===== config.mk =====
export PLATFORM = sky130hd
export DESIGN_NAME = jtag_shift_ctrl
export DESIGN_NICKNAME = d
export VERILOG_FILES = /design/src/rtl/jtag_shift_ctrl.sv
export SDC_FILE = /design/constraint.sdc
export NUM_CORES = 1
export LEC_CHECK = 0
export ABC_AREA = 1
export BUFFER_PORTS_ARGS = -buffer_cell sky130_fd_sc_hd__buf_2
export CORE_UTILIZATION = 45
export DETAILED_ROUTE_END_ITERATION = 16
export HOLD_SLACK_MARGIN = 0.12
export MAX_ROUTING_LAYER = met4
export PLACE_DENSITY = 0.71
export REMOVE_ABC_BUFFERS = 1
export SLEW_MARGIN = 10
export SYNTH_ARGS = -nofsm -noshare
export SYNTH_HDL_FRONTEND = slang
export SYNTH_SLANG_ARGS = --single-unit

===== constraint.sdc =====
create_clock -name clk_i -period 3.4 [get_ports clk_i]
set_clock_uncertainty 0.05 [all_clocks]
set_input_delay 0.17 -clock clk_i [delete_from_list [all_inputs] [get_ports clk_i]]
set_output_delay 0.17 -clock clk_i [all_outputs]
set_load 0.02 [all_outputs]

===== src/rtl/jtag_shift_ctrl.sv =====
// JTAG master sequencer: turns TAP-level commands (reset, IR/DR shift, idle
// clocks) into TCK/TMS/TDI waveforms and returns the captured TDO bits.
module jtag_shift_ctrl #(
  parameter int unsigned ClkDiv   = 2,
  parameter int unsigned MaxLen   = 64,
  parameter int unsigned LenWidth = $clog2(MaxLen + 1)
) (
  input  logic                clk_i,
  input  logic                rst_ni,
  input  logic                cmd_valid_i,
  output logic                cmd_ready_o,
  input  logic [1:0]          cmd_op_i,
  input  logic [LenWidth-1:0] cmd_len_i,
  input  logic [MaxLen-1:0]   cmd_data_i,
  output logic                rsp_valid_o,
  input  logic                rsp_ready_i,
  output logic [MaxLen-1:0]   rsp_data_o,
  output logic                busy_o,
  output logic                jtag_tck_o,
  output logic                jtag_trst_no,
  output logic                jtag_tms_o,
  output logic                jtag_tdi_o,
  input  logic                jtag_tdo_i
);

  localparam int unsigned DivW = (ClkDiv > 1) ? $clog2(ClkDiv) : 1;
  localparam int unsigned IdxW = (MaxLen > 1) ? $clog2(MaxLen) : 1;

  localparam logic [1:0] OpReset = 2'd0;
  localparam logic [1:0] OpIr    = 2'd1;
  localparam logic [1:0] OpDr    = 2'd2;
  localparam logic [1:0] OpIdle  = 2'd3;

  typedef enum logic [2:0] {StIdle, StPre, StShift, StPost, StResp} state_e;

  // Number of TCK cycles spent in PRE to walk from Run-Test/Idle to the shift state
  function automatic logic [LenWidth-1:0] f_pre_len(input logic [1:0] op);
    logic [LenWidth-1:0] n;
    n = '0;
    case (op)
      OpReset: n = LenWidth'(6);
      OpIr:    n = LenWidth'(4);
      OpDr:    n = LenWidth'(3);
      default: n = '0;
    endcase
    return n;
  endfunction

  // TMS level for a given TCK cycle of a command
  function automatic logic f_tms(input logic [1:0] op, input logic [LenWidth-1:0] len,
                                 input state_e st, input logic [LenWidth-1:0] idx);
    logic t;
    t = 1'b0;
    case (st)
      StPre: begin
        case (op)
          OpReset: t = (idx < LenWidth'(5));
          OpIr:    t = (idx < LenWidth'(2));
          OpDr:    t = (idx == '0);
          default: t = 1'b0;
        endcase
      end
      StShift: t = (op != OpIdle) && (idx == len - LenWidth'(1));
      StPost:  t = (idx == '0);
      default: t = 1'b0;
    endcase
    return t;
  endfunction

  // TDI level for a given TCK cycle; only data shifts carry payload
  function automatic logic f_tdi(input logic [1:0] op, input logic [MaxLen-1:0] data,
                                 input state_e st, input logic [LenWidth-1:0] idx);
    return (st == StShift) && (op != OpIdle) && data[IdxW'(idx)];
  endfunction

  state_e                r_state, w_state_nxt;
  logic [1:0]            r_op;
  logic [LenWidth-1:0]   r_len, r_idx, w_idx_nxt, w_len_sat, w_seg_len, w_idx_inc;
  logic [MaxLen-1:0]     r_data, r_rsp_data, w_rsp_data_nxt;
  logic [DivW-1:0]       r_div, w_div_nxt;
  logic                  r_fin, w_fin_nxt;
  logic                  r_tck, r_tms, r_tdi, r_trst_n, r_cmd_ready, r_rsp_valid, r_busy;
  logic                  w_tck_nxt, w_tms_nxt, w_tdi_nxt;
  logic                  w_accept, w_active, w_tick, w_rise, w_fall;

  assign w_accept  = cmd_valid_i & r_cmd_ready;
  assign w_len_sat = (cmd_len_i > LenWidth'(MaxLen)) ? LenWidth'(MaxLen) : cmd_len_i;
  assign w_active  = ((r_state == StPre) || (r_state == StShift) || (r_state == StPost)) && !r_fin;
  assign w_tick    = (r_div == DivW'(ClkDiv - 1));
  assign w_rise    = w_active & w_tick & ~r_tck;
  assign w_fall    = w_active & w_tick & r_tck;
  assign w_idx_inc = r_idx + LenWidth'(1);

  // State register
  always_ff @(posedge clk_i or negedge rst_ni) begin
    if (!rst_ni) r_state <= StIdle;
    else         r_state <= w_state_nxt;
  end

  // Next-state: segment sequencing on TCK falling edges
  always_comb begin
    w_state_nxt = r_state;
    w_idx_nxt   = r_idx;
    w_fin_nxt   = r_fin;
    w_seg_len   = '0;
    case (r_state)
      StPre:   w_seg_len = f_pre_len(r_op);
      StShift: w_seg_len = r_len;
      StPost:  w_seg_len = LenWidth'(2);
      default: w_seg_len = '0;
    endcase
    case (r_state)
      StIdle: begin
        if (w_accept) begin
          w_idx_nxt = '0;
          if (cmd_op_i == OpReset)     w_state_nxt = StPre;
          else if (w_len_sat == '0)    w_state_nxt = StResp;
          else if (cmd_op_i == OpIdle) w_state_nxt = StShift;
          else                         w_state_nxt = StPre;
        end
      end
      StPre, StShift, StPost: begin
        if (r_fin) begin
          w_state_nxt = StResp;
          w_fin_nxt   = 1'b0;
        end else if (w_fall) begin
          if (w_idx_inc < w_seg_len) begin
            w_idx_nxt = w_idx_inc;
          end else begin
            w_idx_nxt = '0;
            case (r_state)
              StPre: begin
                if (r_op == OpReset) w_fin_nxt = 1'b1;
                else                 w_state_nxt = StShift;
              end
              StShift: begin
                if (r_op == OpIdle) w_fin_nxt = 1'b1;
                else                w_state_nxt = StPost;
              end
              default: w_fin_nxt = 1'b1;
            endcase
          end
        end
      end
      StResp:  if (rsp_ready_i) w_state_nxt = StIdle;
      default: w_state_nxt = StIdle;
    endcase
  end

  // Output next values: TCK divider, TMS/TDI drive, TDO capture, handshakes
  always_comb begin
    w_tck_nxt      = r_tck;
    w_tms_nxt      = r_tms;
    w_tdi_nxt      = r_tdi;
    w_div_nxt      = '0;
    w_rsp_data_nxt = r_rsp_data;
    if (w_active) w_div_nxt = w_tick ? '0 : r_div + DivW'(1);
    if (w_rise) w_tck_nxt = 1'b1;
    if (w_fall) w_tck_nxt = 1'b0;
    if (w_accept) begin
      w_tms_nxt      = f_tms(cmd_op_i, w_len_sat, w_state_nxt, '0);
      w_tdi_nxt      = f_tdi(cmd_op_i, cmd_data_i, w_state_nxt, '0);
      w_rsp_data_nxt = '0;
    end else if (w_fall) begin
      w_tms_nxt = !w_fin_nxt && f_tms(r_op, r_len, w_state_nxt, w_idx_nxt);
      w_tdi_nxt = !w_fin_nxt && f_tdi(r_op, r_data, w_state_nxt, w_idx_nxt);
    end
    if (w_rise && (r_state == StShift) && (r_op != OpIdle)) begin
      w_rsp_data_nxt[IdxW'(r_idx)] = jtag_tdo_i;
    end
  end

  // Datapath and output registers
  always_ff @(posedge clk_i or negedge rst_ni) begin
    if (!rst_ni) begin
      r_op        <= '0;
      r_len       <= '0;
      r_data      <= '0;
      r_idx       <= '0;
      r_fin       <= 1'b0;
      r_div       <= '0;
      r_tck       <= 1'b0;
      r_tms       <= 1'b0;
      r_tdi       <= 1'b0;
      r_trst_n    <= 1'b0;
      r_cmd_ready <= 1'b0;
      r_rsp_valid <= 1'b0;
      r_rsp_data  <= '0;
      r_busy      <= 1'b0;
    end else begin
      if (w_accept) begin
        r_op   <= cmd_op_i;
        r_len  <= w_len_sat;
        r_data <= cmd_data_i;
      end
      r_idx       <= w_idx_nxt;
      r_fin       <= w_fin_nxt;
      r_div       <= w_div_nxt;
      r_tck       <= w_tck_nxt;
      r_tms       <= w_tms_nxt;
      r_tdi       <= w_tdi_nxt;
      r_trst_n    <= 1'b1;
      r_cmd_ready <= (w_state_nxt == StIdle);
      r_rsp_valid <= (w_state_nxt == StResp);
      r_rsp_data  <= w_rsp_data_nxt;
      r_busy      <= (w_state_nxt != StIdle);
    end
  end

  assign cmd_ready_o  = r_cmd_ready;
  assign rsp_valid_o  = r_rsp_valid;
  assign rsp_data_o   = r_rsp_data;
  assign busy_o       = r_busy;
  assign jtag_tck_o   = r_tck;
  assign jtag_trst_no = r_trst_n;
  assign jtag_tms_o   = r_tms;
  assign jtag_tdi_o   = r_tdi;

endmodule


**After elaboration in Yosys (flattened, before gate mapping)**

Cells that the tools add are included.
Widths: inputs -> output; s select.

- Word-level logic and storage cells: 124
- Output and inout bits: 71
- Input bits: 78
- Register bits: 156

- Eq/ne operators: 17
- Muxes and demuxes: 48
- Bitwise logic cells: 5
- Add/sub/neg operators: 4
- $lt $le $gt $ge: 7
- Reduce and logical (&&, ||, !) cells: 28

Operators by type and width:

| kind | count |
|---|---|
| $mux 64 | 2 |
| $bwmux 64 | 1 |
| $mux 7 | 5 |
| $mux 3 | 9 |
| $logic_not 7->1 | 3 |
| $pmux 7 s3 | 1 |
| $mux 1 | 19 |
| $pmux 3 s3 | 2 |
| $lt 6x7->1 const B | 2 |
| $pmux 7 s2 | 1 |
| $sub 7x1->7 const B | 2 |
| $eq 3x2->1 const B | 4 |
| $logic_and 1x1->1 | 12 |
| $pmux 1 s3 | 3 |
| $eq 2x2->1 const B | 4 |
| $add 7x1->7 const B | 1 |
| $eq 7x7->1 | 1 |
| $gt 7x7->1 const B | 1 |
| $lt 7x2->1 const B | 1 |
| $lt 7x3->1 const B | 1 |
| $lt 7x7->1 | 1 |
| $bmux 1 s6 | 1 |
| $demux 1 s6 | 1 |
| $eq 3x1->1 const B | 2 |
| other kinds (17) | 29 |

**Logic depth before layout (Yosys ltp)**

- Depth after elaboration: 17
- Depth in mapped cells: 27
- Depth with buffers taken out: 27

**Worst setup path after synthesis**

No wires, ideal clock.

- Kind: reg2reg
- From: register r_idx[0]
- To: register r_tdi, in the netlist jtag_tdi_o
- Arrival: 3.004 ns
- Stages on the path, launching flop included: 25
- Path slack: 0.226 ns
- Required time: 3.229 ns
- Period minus slack after synthesis: 3.174 ns
- Cell sequence: dfrtp_1 -> buf_2 -> inv_1 -> nor2_2 -> inv_1 -> nor2_1 -> xor2_1 -> ha_1 -> nand2_1 -> nor2_1 -> a211oi_1 -> nand2_2 -> nor2_2 -> nand2_1 -> nand2_1 -> nand2_1 -> nand2_1 -> buf_4 -> nand3_1 -> nand2_1 -> nand2_1 -> nand3_1 -> nand3_1 -> nand3_1 -> a21oi_1

- Cells in the longest elaborated chain, start to end: 12
- Elaborated cells between the ends (all ways): 26

RTL lines:

| element | line | text |
|---|---|---|
| from (decl) | 78 | `logic [LenWidth-1:0] r_len, r_idx, w_idx_nxt, w_len_sat, w_seg_len, w_idx_inc;` |
| from (signal assigned) | 196 | `r_idx <= w_idx_nxt;` |
| $add 7x1->7 (*) | 92 | `assign w_idx_inc = r_idx + LenWidth'(1);` |
| $lt 7x7->1 | 127 | `if (w_idx_inc < w_seg_len) begin` |
| $mux 7 (*) | 127 |  |
| $mux 7 (*) | 126 | `end else if (w_fall) begin` |
| $mux 7 (*) | 123 | `if (r_fin) begin` |
| $pmux 7 s2 (*) | 112 | `case (r_state)` |
| via w_idx_nxt[2] | 78 |  |
| $bmux 1 s6 (*) | 73 | `return (st == StShift) && (op != OpIdle) && data[IdxW'(idx)];` |
| $mux 1 (not written as such) (*) | 73 |  |
| $logic_and 1x1->1 (*) | 73 |  |
| $logic_and 1x1->1 (*) | 166 | `w_tdi_nxt = !w_fin_nxt && f_tdi(r_op, r_data, w_state_nxt, w_idx_nxt);` |
| $mux 1 (*) | 164 | `end else if (w_fall) begin` |
| $mux 1 (*) | 160 | `if (w_accept) begin` |
| to (signal assigned) | 201 | `r_tdi <= w_tdi_nxt;` |
| to (decl) | 82 | `logic r_tck, r_tms, r_tdi, r_trst_n, r_cmd_ready, r_rsp_valid, r_busy;` |

The timed path passes the listed nets; every way through them passes the cells marked *. The select of a mux whose other input is x is not followed.
A chain may end at the register's enable or synchronous reset.

**Worst setup path in the final report**

- From: register r_idx[1]
- To: register r_tdi, in the netlist jtag_tdi_o

- Cells in the longest elaborated chain, start to end: 12
- Elaborated cells between the ends (all ways): 26

RTL lines:

| element | line |
|---|---|
| $add 7x1->7 | 92 |
| $lt 7x7->1 | 127 |
| $mux 7 or $mux 3 (tied branches) | 127 |
| $mux 7 or $mux 3 (tied branches) | 126 |
| $mux 7 or $mux 3 (tied branches) | 123 |
| $pmux 7 s2 or $pmux 3 s3 (tied branches) | 112 |
| $bmux 1 s6 or $eq 3x2->1 (tied branches) | 73 |
| $mux 1 (not written as such) or $logic_and 1x1->1 (tied branches) | 73 |
| $logic_and 1x1->1 | 73 |
| $logic_and 1x1->1 | 166 |
| $mux 1 | 164 |
| $mux 1 (*) | 160 |

Mark *: on every way between the ends. The rest lies on a longest branch, timed or not. The select of a mux whose other input is x is not followed.

==> metrics <==
vias per cell=5.20; PortBufs=between 100 and 150; Clock Sinks=~160; clk slew on worst S/H paths=approximately 60 ps; Starting Density=a little under half; most frequent cell after synthesis=nand2_1; Setup-failing EPs final=0; H-tree depth=4; number of I/O pins=149; GRT Total Usage=26.5%; die height=134 um; Worst Tran Pin Value=about 1000 ps; clk buf depth=2; top cells by area, synth=dfrtp_1, nand2_1, nand3_1; GR Overflow Total=0; Critical Path Fanout Max=18; final instance area=approximately 0.011 mm^2; Syn-to-layout area delta=35.8%; pre-CTS setup slack=-160 ps; Post-DRT Antenna Nets=0; maximum vdd drop=0.419 mV; max cap viols=0; final worst path period share=97.1%; Syn Inst Count=just over 1,000; most frequent cells after synthesis=nand2_1, dfrtp_1, nand3_1; LEAKAGE=approximately 5.4 nW; die area=between 0.015 and 0.02 mm^2; cell taking the most area after synthesis=dfrtp_1; hold crit path type=in -> async; Period minus WS final=~3300 ps; synthesized area=0.00790 mm^2; CTS root buf=clkbuf_16; CTS Buf Count=17; CP arrival=3610 ps; asr flop ratio synth=between 90% and 100%; fin. max-slew vios=0; kind of end point of the critical path=register; flops & latches, synth=between 150 and 200; antenna violations before repair=0; fmax=303 MHz; die width=approximately 130 um; Yosys top cell area share=about half; worst-path cell chain=ha_2 -> nand2_2 -> nor2_4 -> xor2_2 -> ha_1 -> a21oi_2 -> nor2_2 -> a211oi_2 -> nand3_2 -> nand2_8 -> nand2_8 -> nand2_1 -> nand3_1 -> nand3_1 -> nand2_1 -> nand2_1 -> nand3_1 -> nand3_1 -> nand3_2 -> a21oi_2; reg-to-reg critical path startpoint=r_idx[1]; slowest CP cell=dfrtp_1; HPWL Detailed=around 15,000 um; R2R Setup Slk=just under 100 ps; setup slack after layout=around 99 ps; clk_lat worst skew=~430 ps; first-pass GRT wire length=about 36,000 um; WP data required=approximately 3700 ps; CTS tree=done; vias in the first global route=between 7,000 and 8,000; DRC errors left=0; CP bufs+invs=0; GPL Wtd Cong=roughly 0.9; number of iterations in the first detailed-routing pass=5; nets@finish=1,365; reg2reg path depth=20; Ys Warns=0; Post-DP Area=approximately 0.0089 mm^2; slowest stage delay, CP=around 400 ps; RSZ-0062 raised after global routing=yes; pin count of the biggest net entering global routing=just under 90; final core utilization=between 60 and 70%; core region area=roughly 0.017 mm^2; share of layout cells above drive strength 1=22.2%; Hold Vio Cnt, Final=0; RR Endpoint=jtag_tdi_o; cell mode on critical path=nand3_1; Post-synth top flop=dfrtp_1; Filler cells=about 1,400; vias post-DR=about 7,900; Seq/Total Area, Yosys=around 49%; Netlist cell types=37; DR WL/cell=between 15 and 20 um; Worst Setup SP=r_idx[1]; Crit path depth=20; Avg Cell Area, Syn=between 7 and 8 um^2; CP startpoint kind=register; CP Capture Point=jtag_tdi_o; number of flops mapped to enable cells by yosys=0; delay-heaviest family, CP=simple AND/OR/NAND/NOR gates; Iteration-0 DRC Markers=~650; wirelength, routed=23,100 um; status=completed; n_diodes=0; Max transition margin=between 30% and 40%; Pwr Density=697 mW/mm^2; FP Rows=48; Crit Path Category=reg -> reg
timing repair:
action	in CTS	in global routing
hold endpoints to repair	176	0
pin swaps	0	25
cloned	0	7
setup buffers	0	14
hold buffers	80	0
gates resized for setup	3	66
setup endpoints to repair	2	2
where the power goes:
| part | internal [mW] | switching (mW) |
|---|---|---|
| logic | 1.13 | 2.10 |
| clock network | 0.968 | 0.818 |
| registers | 2.25 | 0.199 |
| total | 4.35 | 3.12 |
cell usage in the layout, fill, tap and decap left out, drive strengths merged:
master       Yosys  layout
a211oi           1       1
a21oi           26      26
a221oi           1       1
a22oi            1       1
buf             18     184
clkbuf          26      21
clkinv           2       7
clkinvlp         0       4
conb             1       1
dfrtp          156     156
dlygate4sd3      0      80
ha               8       8
inv            124     128
nand2          288     292
nand3          150     151
nand3b           1       1
nand4            5       5
nor2            58      58
nor3            11      11
nor4             3       3
o211ai           2       2
o21ai          133     133
o22ai            4       4
o41ai            1       1
or2              1       1
xnor2            1       1
xor2            11      11
worst min path at each step:
stage                     startpoint             end  slack [ps]  cells past startpoint
final                         rst_ni  rsp_data_o[16]         330                      2
after floorplan               rst_ni          busy_o        -180                      0
after global placement        rst_ni  rsp_data_o[48]         250                      1
after global routing          rst_ni  rsp_data_o[48]         400                      2
after CTS                     rst_ni  rsp_data_o[48]         360                      2
after detailed placement      rst_ni  rsp_data_o[48]         250                      1
logic make-up after synthesis:
| family | after synthesis | share of synthesized area, % |
|---|---|---|
| compound gates | 169 | 11.1 |
| xor+xnor | 12 | 1.33 |
| other cells | 1 | 0.0475 |
| simple gates | 517 | 28.3 |
| buf+inv | 170 | 8.60 |
| fa+ha+maj | 8 | 1.27 |
| flops | 156 | 49.4 |
worst register-to-register path, stage by stage (launching register included):
cell	delay, ps
dfrtp_1	400
ha_2	220
nand2_2	80
nor2_4	130
xor2_2	190
ha_1	280
a21oi_2	160
nor2_2	50
a211oi_2	340
nand3_2	190
nand2_8	230
nand2_8	150
nand2_1	100
nand3_1	80
nand3_1	90
nand2_1	60
nand2_1	50
nand3_1	80
nand3_1	90
nand3_2	70
a21oi_2	130
metal layers:
metal / global-route usage [%] / vias up / routed length [um]
met3: 4.92 / 45 / 1350
met4: 7.62 / 0 / 503
met5: - / - / 0
met2: 41.8 / 293 / 11000
met1: 35.0 / 3704 / 10300
li1: - / 3841 / -
stage by stage:
step	cells	total power, mW	hold slack, ps	TNS, ps
6_report	1517	7.47	330	0
5_1_grt	1517	7.98	403	-269
4_1_cts	1496	6.95	363	0
3_5_place_dp	1384	5.07	250	-260
3_3_place_gp	1384	5.02	250	-95.0
2_1_floorplan	989	4.25	-176	-1730
registers in the layout, summed over array words and instances, names as in the netlist, 2 cells and up:
| register | count |
|---|---|
| r_op | 2 |
| rsp_data_o | 64 |
| r_idx | 7 |
| r_data | 64 |
| r_len | 7 |
| r_state | 3 |
cell type report:
type                       instances  area [um^2]  area share (%)
sequential                       156         3910            36.4
multi-input combinational        712         3590            33.5
timing repair buffer             266         1900            17.7
inverter                         126          494            4.61
clock buffer                      19          443            4.13
tap                              225          282            2.63
clock inverter                    13          108            1.00
No activity file was read; power rests on OpenSTA's default activity.
